--- config.mk ---
export PLATFORM = sky130hd
export DESIGN_NAME = genesis_rom_loader
export DESIGN_NICKNAME = d
export VERILOG_FILES = /design/src/rtl/genesis_rom_loader.sv
export SDC_FILE = /design/constraint.sdc
export NUM_CORES = 1
export LEC_CHECK = 0
export CORE_MARGIN = 5
export CORE_UTILIZATION = 50
export CTS_CLUSTER_DIAMETER = 100
export DETAILED_ROUTE_END_ITERATION = 10
export PLACE_DENSITY_LB_ADDON = 0.08
export RECOVER_POWER = 25
export SYNTH_ARGS = -nofsm -noshare
export SYNTH_HDL_FRONTEND = slang
export SYNTH_SLANG_ARGS = --single-unit
--- constraint.sdc ---
create_clock -name clk_sys -period 6.14 [get_ports clk_sys]
set_input_delay 1.228 -clock clk_sys [delete_from_list [all_inputs] [get_ports clk_sys]]
set_output_delay 1.228 -clock clk_sys [all_outputs]
set_load 0.02 [all_outputs]
--- src/rtl/genesis_rom_loader.sv ---
// genesis_rom_loader: bridges the HPS ioctl download stream to the DDR3 ROM
// write port. Each 16-bit word becomes a toggle-handshake write, with a
// one-entry skid buffer and ioctl_wait throttling. The block also tracks the
// image size, derives a power-of-two mask, and scans the header region field.
module genesis_rom_loader #(
   parameter int AW = 25
) (
   input  logic          clk_sys,
   input  logic          reset,
   input  logic          ioctl_download,
   input  logic          ioctl_wr,
   input  logic [AW-1:0] ioctl_addr,
   input  logic [15:0]   ioctl_data,
   output logic          ioctl_wait,
   output logic [AW-1:0] wraddr,
   output logic [15:0]   din,
   output logic          we_req,
   input  logic          we_ack,
   input  logic          auto_region,
   output logic [AW-1:0] rom_size,
   output logic [AW-1:0] rom_mask,
   output logic [1:0]    region_req,
   output logic          region_valid,
   output logic          region_set,
   output logic          load_done,
   output logic          overflow
);

   typedef enum logic [1:0] {S_IDLE, S_LOAD, S_DRAIN} state_t;

   localparam logic [7:0] CH_U = 8'h55;
   localparam logic [7:0] CH_J = 8'h4A;
   localparam logic [7:0] CH_E = 8'h45;

   state_t        r_state;
   logic          r_dl_q;
   logic          r_rise_pend;
   logic          r_wait;
   logic [AW-1:0] r_wraddr;
   logic [15:0]   r_din;
   logic          r_we_req;
   logic          r_skid_full;
   logic [AW-1:0] r_skid_addr;
   logic [15:0]   r_skid_data;
   logic [AW-1:0] r_rom_size;
   logic [AW-1:0] r_rom_mask;
   logic          r_has_u, r_has_j, r_has_e;
   logic [1:0]    r_region_req;
   logic          r_region_valid;
   logic          r_region_set;
   logic          r_load_done;
   logic          r_overflow;

   logic          w_rise;
   logic          w_idle;
   logic          w_wr;
   logic          w_take;
   logic          w_direct;
   logic          w_skid_st;
   logic          w_release;
   logic          w_drop;
   logic          w_drained;
   logic [AW-1:0] w_addr_p2;
   logic          w_hdr0, w_hdr2;
   logic [7:0]    w_lo, w_hi;
   logic          w_u_nx, w_j_nx, w_e_nx;
   logic [1:0]    w_req_nx;
   logic [AW-1:0] w_m1;
   logic [AW-1:0] w_mask;

   assign w_rise    = ioctl_download & ~r_dl_q;
   assign w_idle    = (r_we_req == we_ack);
   assign w_wr      = ioctl_wr & (r_state == S_LOAD);
   // a word is accepted (issued or skidded) only when the skid has room
   assign w_take    = w_wr & ~r_skid_full;
   assign w_direct  = w_take & w_idle;
   assign w_skid_st = w_take & ~w_idle;
   assign w_release = r_skid_full & w_idle;
   assign w_drop    = w_wr & r_skid_full;
   assign w_drained = w_idle & ~r_skid_full;
   assign w_addr_p2 = ioctl_addr + AW'(2);

   assign w_lo   = ioctl_data[7:0];
   assign w_hi   = ioctl_data[15:8];
   assign w_hdr0 = w_take && (ioctl_addr == AW'(12'h1F0));
   assign w_hdr2 = w_take && (ioctl_addr == AW'(12'h1F2));

   // sticky per-character flags so priority holds regardless of arrival order
   assign w_u_nx = r_has_u | (w_hdr0 & ((w_lo == CH_U) | (w_hi == CH_U))) | (w_hdr2 & (w_lo == CH_U));
   assign w_j_nx = r_has_j | (w_hdr0 & ((w_lo == CH_J) | (w_hi == CH_J))) | (w_hdr2 & (w_lo == CH_J));
   assign w_e_nx = r_has_e | (w_hdr0 & ((w_lo == CH_E) | (w_hi == CH_E))) | (w_hdr2 & (w_lo == CH_E));
   assign w_req_nx = w_u_nx ? 2'd1 : w_j_nx ? 2'd0 : w_e_nx ? 2'd2 : 2'd0;

   // smear (size-1) downward to get the smallest 2^n-1 covering the image
   assign w_m1 = r_rom_size - AW'(1);
   always_comb begin
      w_mask = '0;
      for (int i = 0; i < AW; i++) w_mask[i] = |(w_m1 >> i);
   end

   // load FSM, write handshake, skid buffer, size and header tracking
   always_ff @(posedge clk_sys or posedge reset) begin
      if (reset) begin
         r_state        <= S_IDLE;
         r_dl_q         <= 1'b0;
         r_rise_pend    <= 1'b0;
         r_wait         <= 1'b0;
         r_wraddr       <= '0;
         r_din          <= '0;
         r_we_req       <= 1'b0;
         r_skid_full    <= 1'b0;
         r_skid_addr    <= '0;
         r_skid_data    <= '0;
         r_rom_size     <= '0;
         r_rom_mask     <= '0;
         r_has_u        <= 1'b0;
         r_has_j        <= 1'b0;
         r_has_e        <= 1'b0;
         r_region_req   <= 2'd0;
         r_region_valid <= 1'b0;
         r_region_set   <= 1'b0;
         r_load_done    <= 1'b0;
         r_overflow     <= 1'b0;
      end else begin
         r_dl_q       <= ioctl_download;
         r_load_done  <= 1'b0;
         r_region_set <= 1'b0;

         // a new download seen before we are back in IDLE is deferred
         if (w_rise && r_state != S_IDLE) r_rise_pend <= 1'b1;

         if (w_direct) begin
            r_wraddr <= ioctl_addr;
            r_din    <= {ioctl_data[7:0], ioctl_data[15:8]};
            r_we_req <= ~r_we_req;
         end else if (w_release) begin
            r_wraddr    <= r_skid_addr;
            r_din       <= {r_skid_data[7:0], r_skid_data[15:8]};
            r_we_req    <= ~r_we_req;
            r_skid_full <= 1'b0;
         end
         if (w_skid_st) begin
            r_skid_full <= 1'b1;
            r_skid_addr <= ioctl_addr;
            r_skid_data <= ioctl_data;
         end
         if (w_drop) r_overflow <= 1'b1;

         if (w_wr)           r_wait <= 1'b1;
         else if (w_drained) r_wait <= 1'b0;

         if (w_take) begin
            if (w_addr_p2 > r_rom_size) r_rom_size <= w_addr_p2;
            r_has_u        <= w_u_nx;
            r_has_j        <= w_j_nx;
            r_has_e        <= w_e_nx;
            r_region_req   <= w_req_nx;
            r_region_valid <= w_u_nx | w_j_nx | w_e_nx;
         end

         case (r_state)
            S_IDLE: begin
               if (w_rise || r_rise_pend) begin
                  r_state        <= S_LOAD;
                  r_rise_pend    <= 1'b0;
                  r_rom_size     <= '0;
                  r_rom_mask     <= '0;
                  r_has_u        <= 1'b0;
                  r_has_j        <= 1'b0;
                  r_has_e        <= 1'b0;
                  r_region_req   <= 2'd0;
                  r_region_valid <= 1'b0;
                  r_overflow     <= 1'b0;
               end
            end
            S_LOAD: begin
               // level test: a download that already fell still ends the load
               if (!ioctl_download) r_state <= S_DRAIN;
            end
            S_DRAIN: begin
               if (w_drained) begin
                  r_state      <= S_IDLE;
                  r_rom_mask   <= (r_rom_size == '0) ? '0 : w_mask;
                  r_load_done  <= 1'b1;
                  r_region_set <= auto_region & r_region_valid;
               end
            end
            default: r_state <= S_IDLE;
         endcase
      end
   end

   assign ioctl_wait   = r_wait;
   assign wraddr       = r_wraddr;
   assign din          = r_din;
   assign we_req       = r_we_req;
   assign rom_size     = r_rom_size;
   assign rom_mask     = r_rom_mask;
   assign region_req   = r_region_req;
   assign region_valid = r_region_valid;
   assign region_set   = r_region_set;
   assign load_done    = r_load_done;
   assign overflow     = r_overflow;

endmodule

==> results of run 1 <==
==> layout by cell type (no fill, tap or decap), types with 28 or more instances in the layout <==
cell,n
dfrtp_1,148
ha_1,28
a21oi_1,33
inv_1,33
clkdlybuf4s50_1,143
nand2_1,55
o21ai_0,59
a22oi_1,52
nor2_1,50
mux2_2,48
==> report_power, final <==
part	total, mW	internal (mW)	switching [mW]
sequential	1.71	1.38	0.333
clock	1.05	0.634	0.414
combinational	2.65	1.18	1.47
total	5.41	3.20	2.22
==> worst max-delay path, delay by kind of cell <==
kind                     cells  cell delay (ps)
XOR/XNOR                     1              190
multiplexers                 1              200
buffers and inverters        2              870
AND/OR/NAND/NOR             11             2800
adder cells (fa/ha/maj)      1              320
==> logic make-up after synthesis <==
kind of cell	synth area share, %
simple gates	16.1
fa+ha+maj	4.30
xor+xnor	3.65
buf+inv	4.26
compound gates	19.3
mux	6.99
flops	45.4
==> layer usage <==
metal | wire length [um] | vias up | global-route usage [%]
li1 | - | 3289 | -
met5 | 0 | - | 0
met3 | 1340 | 26 | 4.57
met1 | 9380 | 3480 | 30.6
met4 | 375 | 0 | 7.30
met2 | 11200 | 232 | 41.9
==> cell usage after synthesis (all sizes together), types with 20 or more instances <==
cell type / n
nand4: 20
o21ai: 61
and3: 25
xnor2: 24
nor2: 51
inv: 34
dfrtp: 148
nand2: 55
ha: 28
a22oi: 52
clkbuf: 41
mux2: 48
a21oi: 34
==> metrics by stage <==
| stage | worst slack, ps | cells |
|---|---|---|
| after global placement | 634 | 1139 |
| after floorplan | 932 | 818 |
| after CTS | 920 | 1171 |
| after global routing | 586 | 1172 |
| after detailed placement | 489 | 1139 |
| final | 883 | 1172 |
==> worst paths after layout <==
kind,to,slack [ps],cells past startpoint
max reg2reg,rom_mask[16],2790,8
min reg2reg,rom_mask[23],470,1
max in group asynchronous,r_skid_addr[3],2710,3
min,rom_mask[23],470,1
max,rom_size[1],880,16
min in group asynchronous,r_skid_addr[12],2030,2
==> layout make-up <==
| class | instances | area (um^2) | area share, % |
|---|---|---|---|
| Antenna cell | 1 | 2.50 | 0.0242 |
| Clock buffer | 22 | 474 | 4.59 |
| Clock inverter | 10 | 123 | 1.19 |
| Inverter | 34 | 131 | 1.27 |
| Multi-Input combinational cell | 586 | 4110 | 39.8 |
| Sequential cell | 148 | 3700 | 35.8 |
| Tap cell | 216 | 270 | 2.61 |
| Timing Repair Buffer | 155 | 1520 | 14.7 |
==> registers in the layout, indices dropped and copies added, names as in the netlist, 2 cells and up <==
name and cells:
din 16, r_state 2, region_req 2, rom_mask 25
r_skid_addr 25, wraddr 25, r_skid_data 16, rom_size 25
==> qor.csv, run 1 <==
metric,value,unit
status,finished with violations,
failing checks,"capacitance limit, slew limit",
CORE AREA,15900,um^2
CP endpoint kind,flip-flop,
routed vias,7027,
Starting DRT DRC Count,508,
wire length per cell,19.1,um
share of the synthesized area in the top cell type,45.4,%
Max Slew Vio Count,117,
initial antenna violation count,1,
Placer Congestion,0.844,
RR Startpoint,rom_size[1],
Synth area leader,dfrtp_1,
final setup vio count,0,
main flop type after synthesis,dfrtp_1,
power per cell area,524,nW/um^2
largest net degree at the start of global routing,117,
Crit Path Class,input pin to flip-flop,
final wirelength,22.3,mm
top post-synthesis cells by area,"dfrtp_1, mux2_2, a22oi_1",
post-route cell area,10300,um^2
Boundary Pins,146,
nets,1017,
area post-placement,9760,um^2
All-Layer GR Usage,24.1,%
max-cap check violation count,1,
CTS Buf Count,17,
Post-synth ARST share,100,%
H-Tree Depth,4,
CP most frequent cell,and3_1,
postcts setup bufs,0,
Synth Warn #,0,
RSZ-0062 raised after global routing,no,
detailed-route DRC error count,0,
Final period util,85.6,%
fmax,190,MHz
Root Driver,clkbuf_16,
Yosys reg bits,148,
Max Buffers Root-to-Sink,2,
Worst-Skew Late Latency,420,ps
CTS resizes,0,
layout cell share with drive strength beyond 1,11.1,%
Mapped Nets,893,
Clock Pin Slew Worst Setup and Hold Paths,60,ps
Initial Util,51.2,%
Pwr Total,5.41,mW
Filler Cells Inserted,1284,
Hold Path Origin,rom_mask[23],
crit path launch,ioctl_addr[4],
worst hold path type,flip-flop to flip-flop,
synthesized cell area,8160,um^2
gr ovfl total,0,
Die Area,19000,um^2
Antenna Violating Nets Remaining,0,
clk_skew,6.51,ps
count of cell types in the netlist,70,
Sink Count,148,
Peak VDD IR,262,uV
Crit Path Max Fanout,14,
Worst Max-Slew Pin Slew,2400,ps
first drt pass iteration count,5,
Die W,138,um
syn avg cell area,9.97,um^2
first-pass GRT wire length,36.5,mm
Critical-path top delay cell,clkdlybuf4s50_1,
port bufs,145,
cell count after synthesis,818,
crit start category,input pin,
CTS tree,built,
number of synthesized flops with an enable pin,0,
area delta synth->final,26.8,%
Worst Path Required,6480,ps
CTS Hold Buffers Added,0,
"slowest stage delay, CP",570,ps
Die Y,138,um
final setup TNS,0,ps
Final min period,5260,ps
utilization after layout,64.8,%
Worst EP arrival,5600,ps
cell chain of the critical path,"clkdlybuf4s50_1, and3_1, and3_1, and3_1, and3_1, and3_1, nand3_1, xnor2_1, ha_1, nand4_1, nor3_1, nand4_1, or4_1, nand2b_1, buf_4, mux2i_1",
vias in the first global route,7129,
DP HPWL,16.2,mm
static leakage,4.40,nW
vias per cell,6.00,
# rows,46,
WHS,472,ps
Fin. Hold Viols,0,
Rel. slew slack,-60.1,%
sequential area share after synthesis,45.4,%
No activity file was read; power rests on OpenSTA's default activity.
==> run 2, diff against run 1 <==
--- a/config.mk
+++ b/config.mk
@@ -5,7 +5,6 @@
 export SDC_FILE = /design/constraint.sdc
 export NUM_CORES = 1
 export LEC_CHECK = 0
-export CORE_MARGIN = 5
 export CORE_UTILIZATION = 50
 export CTS_CLUSTER_DIAMETER = 100
 export DETAILED_ROUTE_END_ITERATION = 10
==> run 2 against run 1 <==
  * The run still ends with capacitance limit, slew limit left
  * Sequential cell count unchanged
  * First-iteration DRC count down 19%
  * Hold slack improved by 6.1 ps
  * Design area about the same
  * Sequential power about the same
  * Worst setup slack got worse by 64 ps
  * Die area is 11% lower
  * Utilization is 0.21 points higher
  * Critical endpoint unchanged
  * Largest cell class unchanged
==> qor.csv, run 2 (synthesis results as in run 1) <==
metric,value,unit,change
status,finished with violations,,unchanged
failing checks,"capacitance limit, slew limit",,unchanged
CTS Buf Count,17,,unchanged
most frequent cells in the layout,"dfrtp_1, clkdlybuf4s50_1, o21ai_0, nand2_1, a22oi_1",,unchanged
static leakage,4.41,nW,was 4.40 nW
gr ovfl total,0,,unchanged
Initial Util,51.3,%,was 51.2%
Final min period,5320,ps,was 5260 ps
Clock power frac,18.4,%,was 19.4%
final setup vio count,0,,unchanged
Ant. Diodes,0,,was 1
max-cap check violation count,1,,unchanged
Worst EP arrival,5670,ps,was 5600 ps
Fin. Hold Viols,0,,unchanged
Placer Congestion,0.873,,was 0.844
FF/Latch Area,3700,um^2,unchanged
Die Y,130,um,was 138 um
Peak VDD IR,336,uV,was 262 uV
nets,1020,,was 1017
Worst-Skew Late Latency,430,ps,was 420 ps
initial antenna violation count,0,,was 1
layout cell share with drive strength beyond 1,11.7,%,was 11.1%
Rel. slew slack,-166,%,was -60.1%
Worst Path Required,6480,ps,about the same
Sink Count,148,,unchanged
Worst Max-Slew Pin Slew,3990,ps,was 2400 ps
Post-Place Worst Slack,363,ps,was 489 ps
vias in the first global route,7101,,was 7129
routed vias,6994,,was 7027
DP HPWL,16.0,mm,was 16.2 mm
port bufs,145,,unchanged
cell family with most CP delay,simple AND/OR/NAND/NOR gates,,unchanged
detailed-route DRC error count,0,,unchanged
Critical-path top delay cell,clkdlybuf4s50_1,,unchanged
Pint,3.13,mW,was 3.20 mW
CORE AREA,15900,um^2,about the same
CTS resizes,0,,unchanged
PnR worst setup slack,819,ps,was 883 ps
Crit Path Class,input pin to flip-flop,,unchanged
wire length per cell,19.0,um,was 19.1 um
Clock Pin Slew Worst Setup and Hold Paths,60,ps,about the same
area delta synth->final,26.7,%,was 26.8%
Logic pwr share,49.6,%,was 49.0%
final wirelength,22.3,mm,about the same
Switching Power,2.25,mW,was 2.22 mW
CTS Hold Buffers Added,0,,unchanged
final setup TNS,0,ps,unchanged
Root Driver,clkbuf_16,,unchanged
All-Layer GR Usage,27.3,%,was 24.1%
power per cell area,520,nW/um^2,was 524 nW/um^2
Final period util,86.7,%,was 85.6%
"slowest stage delay, CP",570,ps,about the same
multi-input logic area,4130,um^2,was 4110 um^2
Net Sw Frac,41.8,%,was 41.0%
Max Buffers Root-to-Sink,2,,unchanged
cell chain of the critical path,"clkdlybuf4s50_1, and3_1, and3_1, and3_1, and3_1, and3_1, nand3_1, xnor2_1, ha_1, nand4_1, nor3_1, nand4_1, or4_1, nand2b_1, buf_4, mux2i_1",,unchanged
largest net degree at the start of global routing,109,,was 117
Flop pwr share,32.0,%,was 31.6%
Die W,130,um,was 138 um
utilization after layout,65.1,%,was 64.8%
crit start category,input pin,,unchanged
H-Tree Depth,4,,unchanged
CTS tree,built,,unchanged
Filler Cells Inserted,1320,,was 1284
Antenna Violating Nets Remaining,0,,unchanged
Starting DRT DRC Count,412,,was 508
clk_skew,6.00,ps,was 6.51 ps
CP endpoint kind,flip-flop,,unchanged
# rows,46,,unchanged
first-pass GRT wire length,35.3,mm,was 36.5 mm
postcts setup bufs,0,,unchanged
worst hold path type,flip-flop to flip-flop,,unchanged
Die Area,16800,um^2,was 19000 um^2
fmax,188,MHz,was 190 MHz
"most common cell after layout, fill and taps aside",dfrtp_1,,unchanged
CP Buf/Inv Count,2,,unchanged
Boundary Pins,146,,unchanged
vias per cell,5.96,,was 6.00
CP most frequent cell,and3_1,,unchanged
first drt pass iteration count,5,,unchanged
Max Slew Vio Count,109,,was 117
RSZ-0062 raised after global routing,no,,unchanged
Crit Path Max Fanout,13,,was 14
[run 2: changes by cell type in the layout (fill, tap and decap cells not counted), sizes merged]
cell      change
buf           +4
bufinv        -1
clkbuf        -6
clkinv        +2
clkinvlp      -1
diode         -1
inv           +4
[run 2: path summary, 6_finish.rpt]
check,startpoint,end,slack (ps),cells past startpoint
max,ioctl_addr[5],rom_size[1],820,16
min,rom_mask[13],rom_mask[13],480,1
max reg2reg,rom_size[1],rom_mask[16],2790,8
min reg2reg,rom_mask[13],rom_mask[13],480,1
max in group asynchronous,reset,r_skid_data[7],1120,2
min in group asynchronous,reset,rom_mask[2],2760,2
[run 2: power groups by stage]
stage / sequential, mW / combinational [mW] / clock [mW]
floorplan: 1.92 / 1.49 / 0
global placement: 1.70 / 2.58 / 0
detailed placement: 1.72 / 2.65 / 0
CTS: 1.71 / 2.67 / 1.01
global route: 1.77 / 2.89 / 1.05
finish: 1.72 / 2.67 / 0.990
[run 2: final cells by class]
type                            count  share of cell area [%]
Clock buffer                       17                    4.12
Clock inverter                     14                    1.25
Inverter                           34                    1.23
Multi-Input combinational cell    586                    40.0
Sequential cell                   148                    35.8
Tap cell                          216                    2.62
Timing Repair Buffer              158                    15.0
[run 2: per-layer routing]
layer  GRT usage [%]  up-vias  part of all wire, %
met1            32.1     3426                   41
li1                -     3279                    -
met4            14.2        0                  3.3
met5               0        -                    0
met3            6.19       49                  5.1
met2            46.8      240                   50
[run 2: worst reg2reg max path, cell delays in order, from the launching register on]
cell	delay, ps
dfrtp_1	460
inv_1	150
ha_1	470
nor3b_1	340
nand4_1	320
or3_4	450
o21ai_2	530
o21bai_1	230
a211o_1	300
[run 2: per-stage QoR]
| stage | power, mW | instances | cell area (um^2) | hold WS, ps |
|---|---|---|---|---|
| floorplan | 3.41 | 818 | 8160 | 469 |
| global route | 5.71 | 1173 | 10300 | 498 |
| CTS | 5.39 | 1173 | 10300 | 481 |
| detailed placement | 4.38 | 1142 | 9790 | 467 |
| finish | 5.37 | 1173 | 10300 | 478 |
| global placement | 4.28 | 1142 | 9790 | 457 |
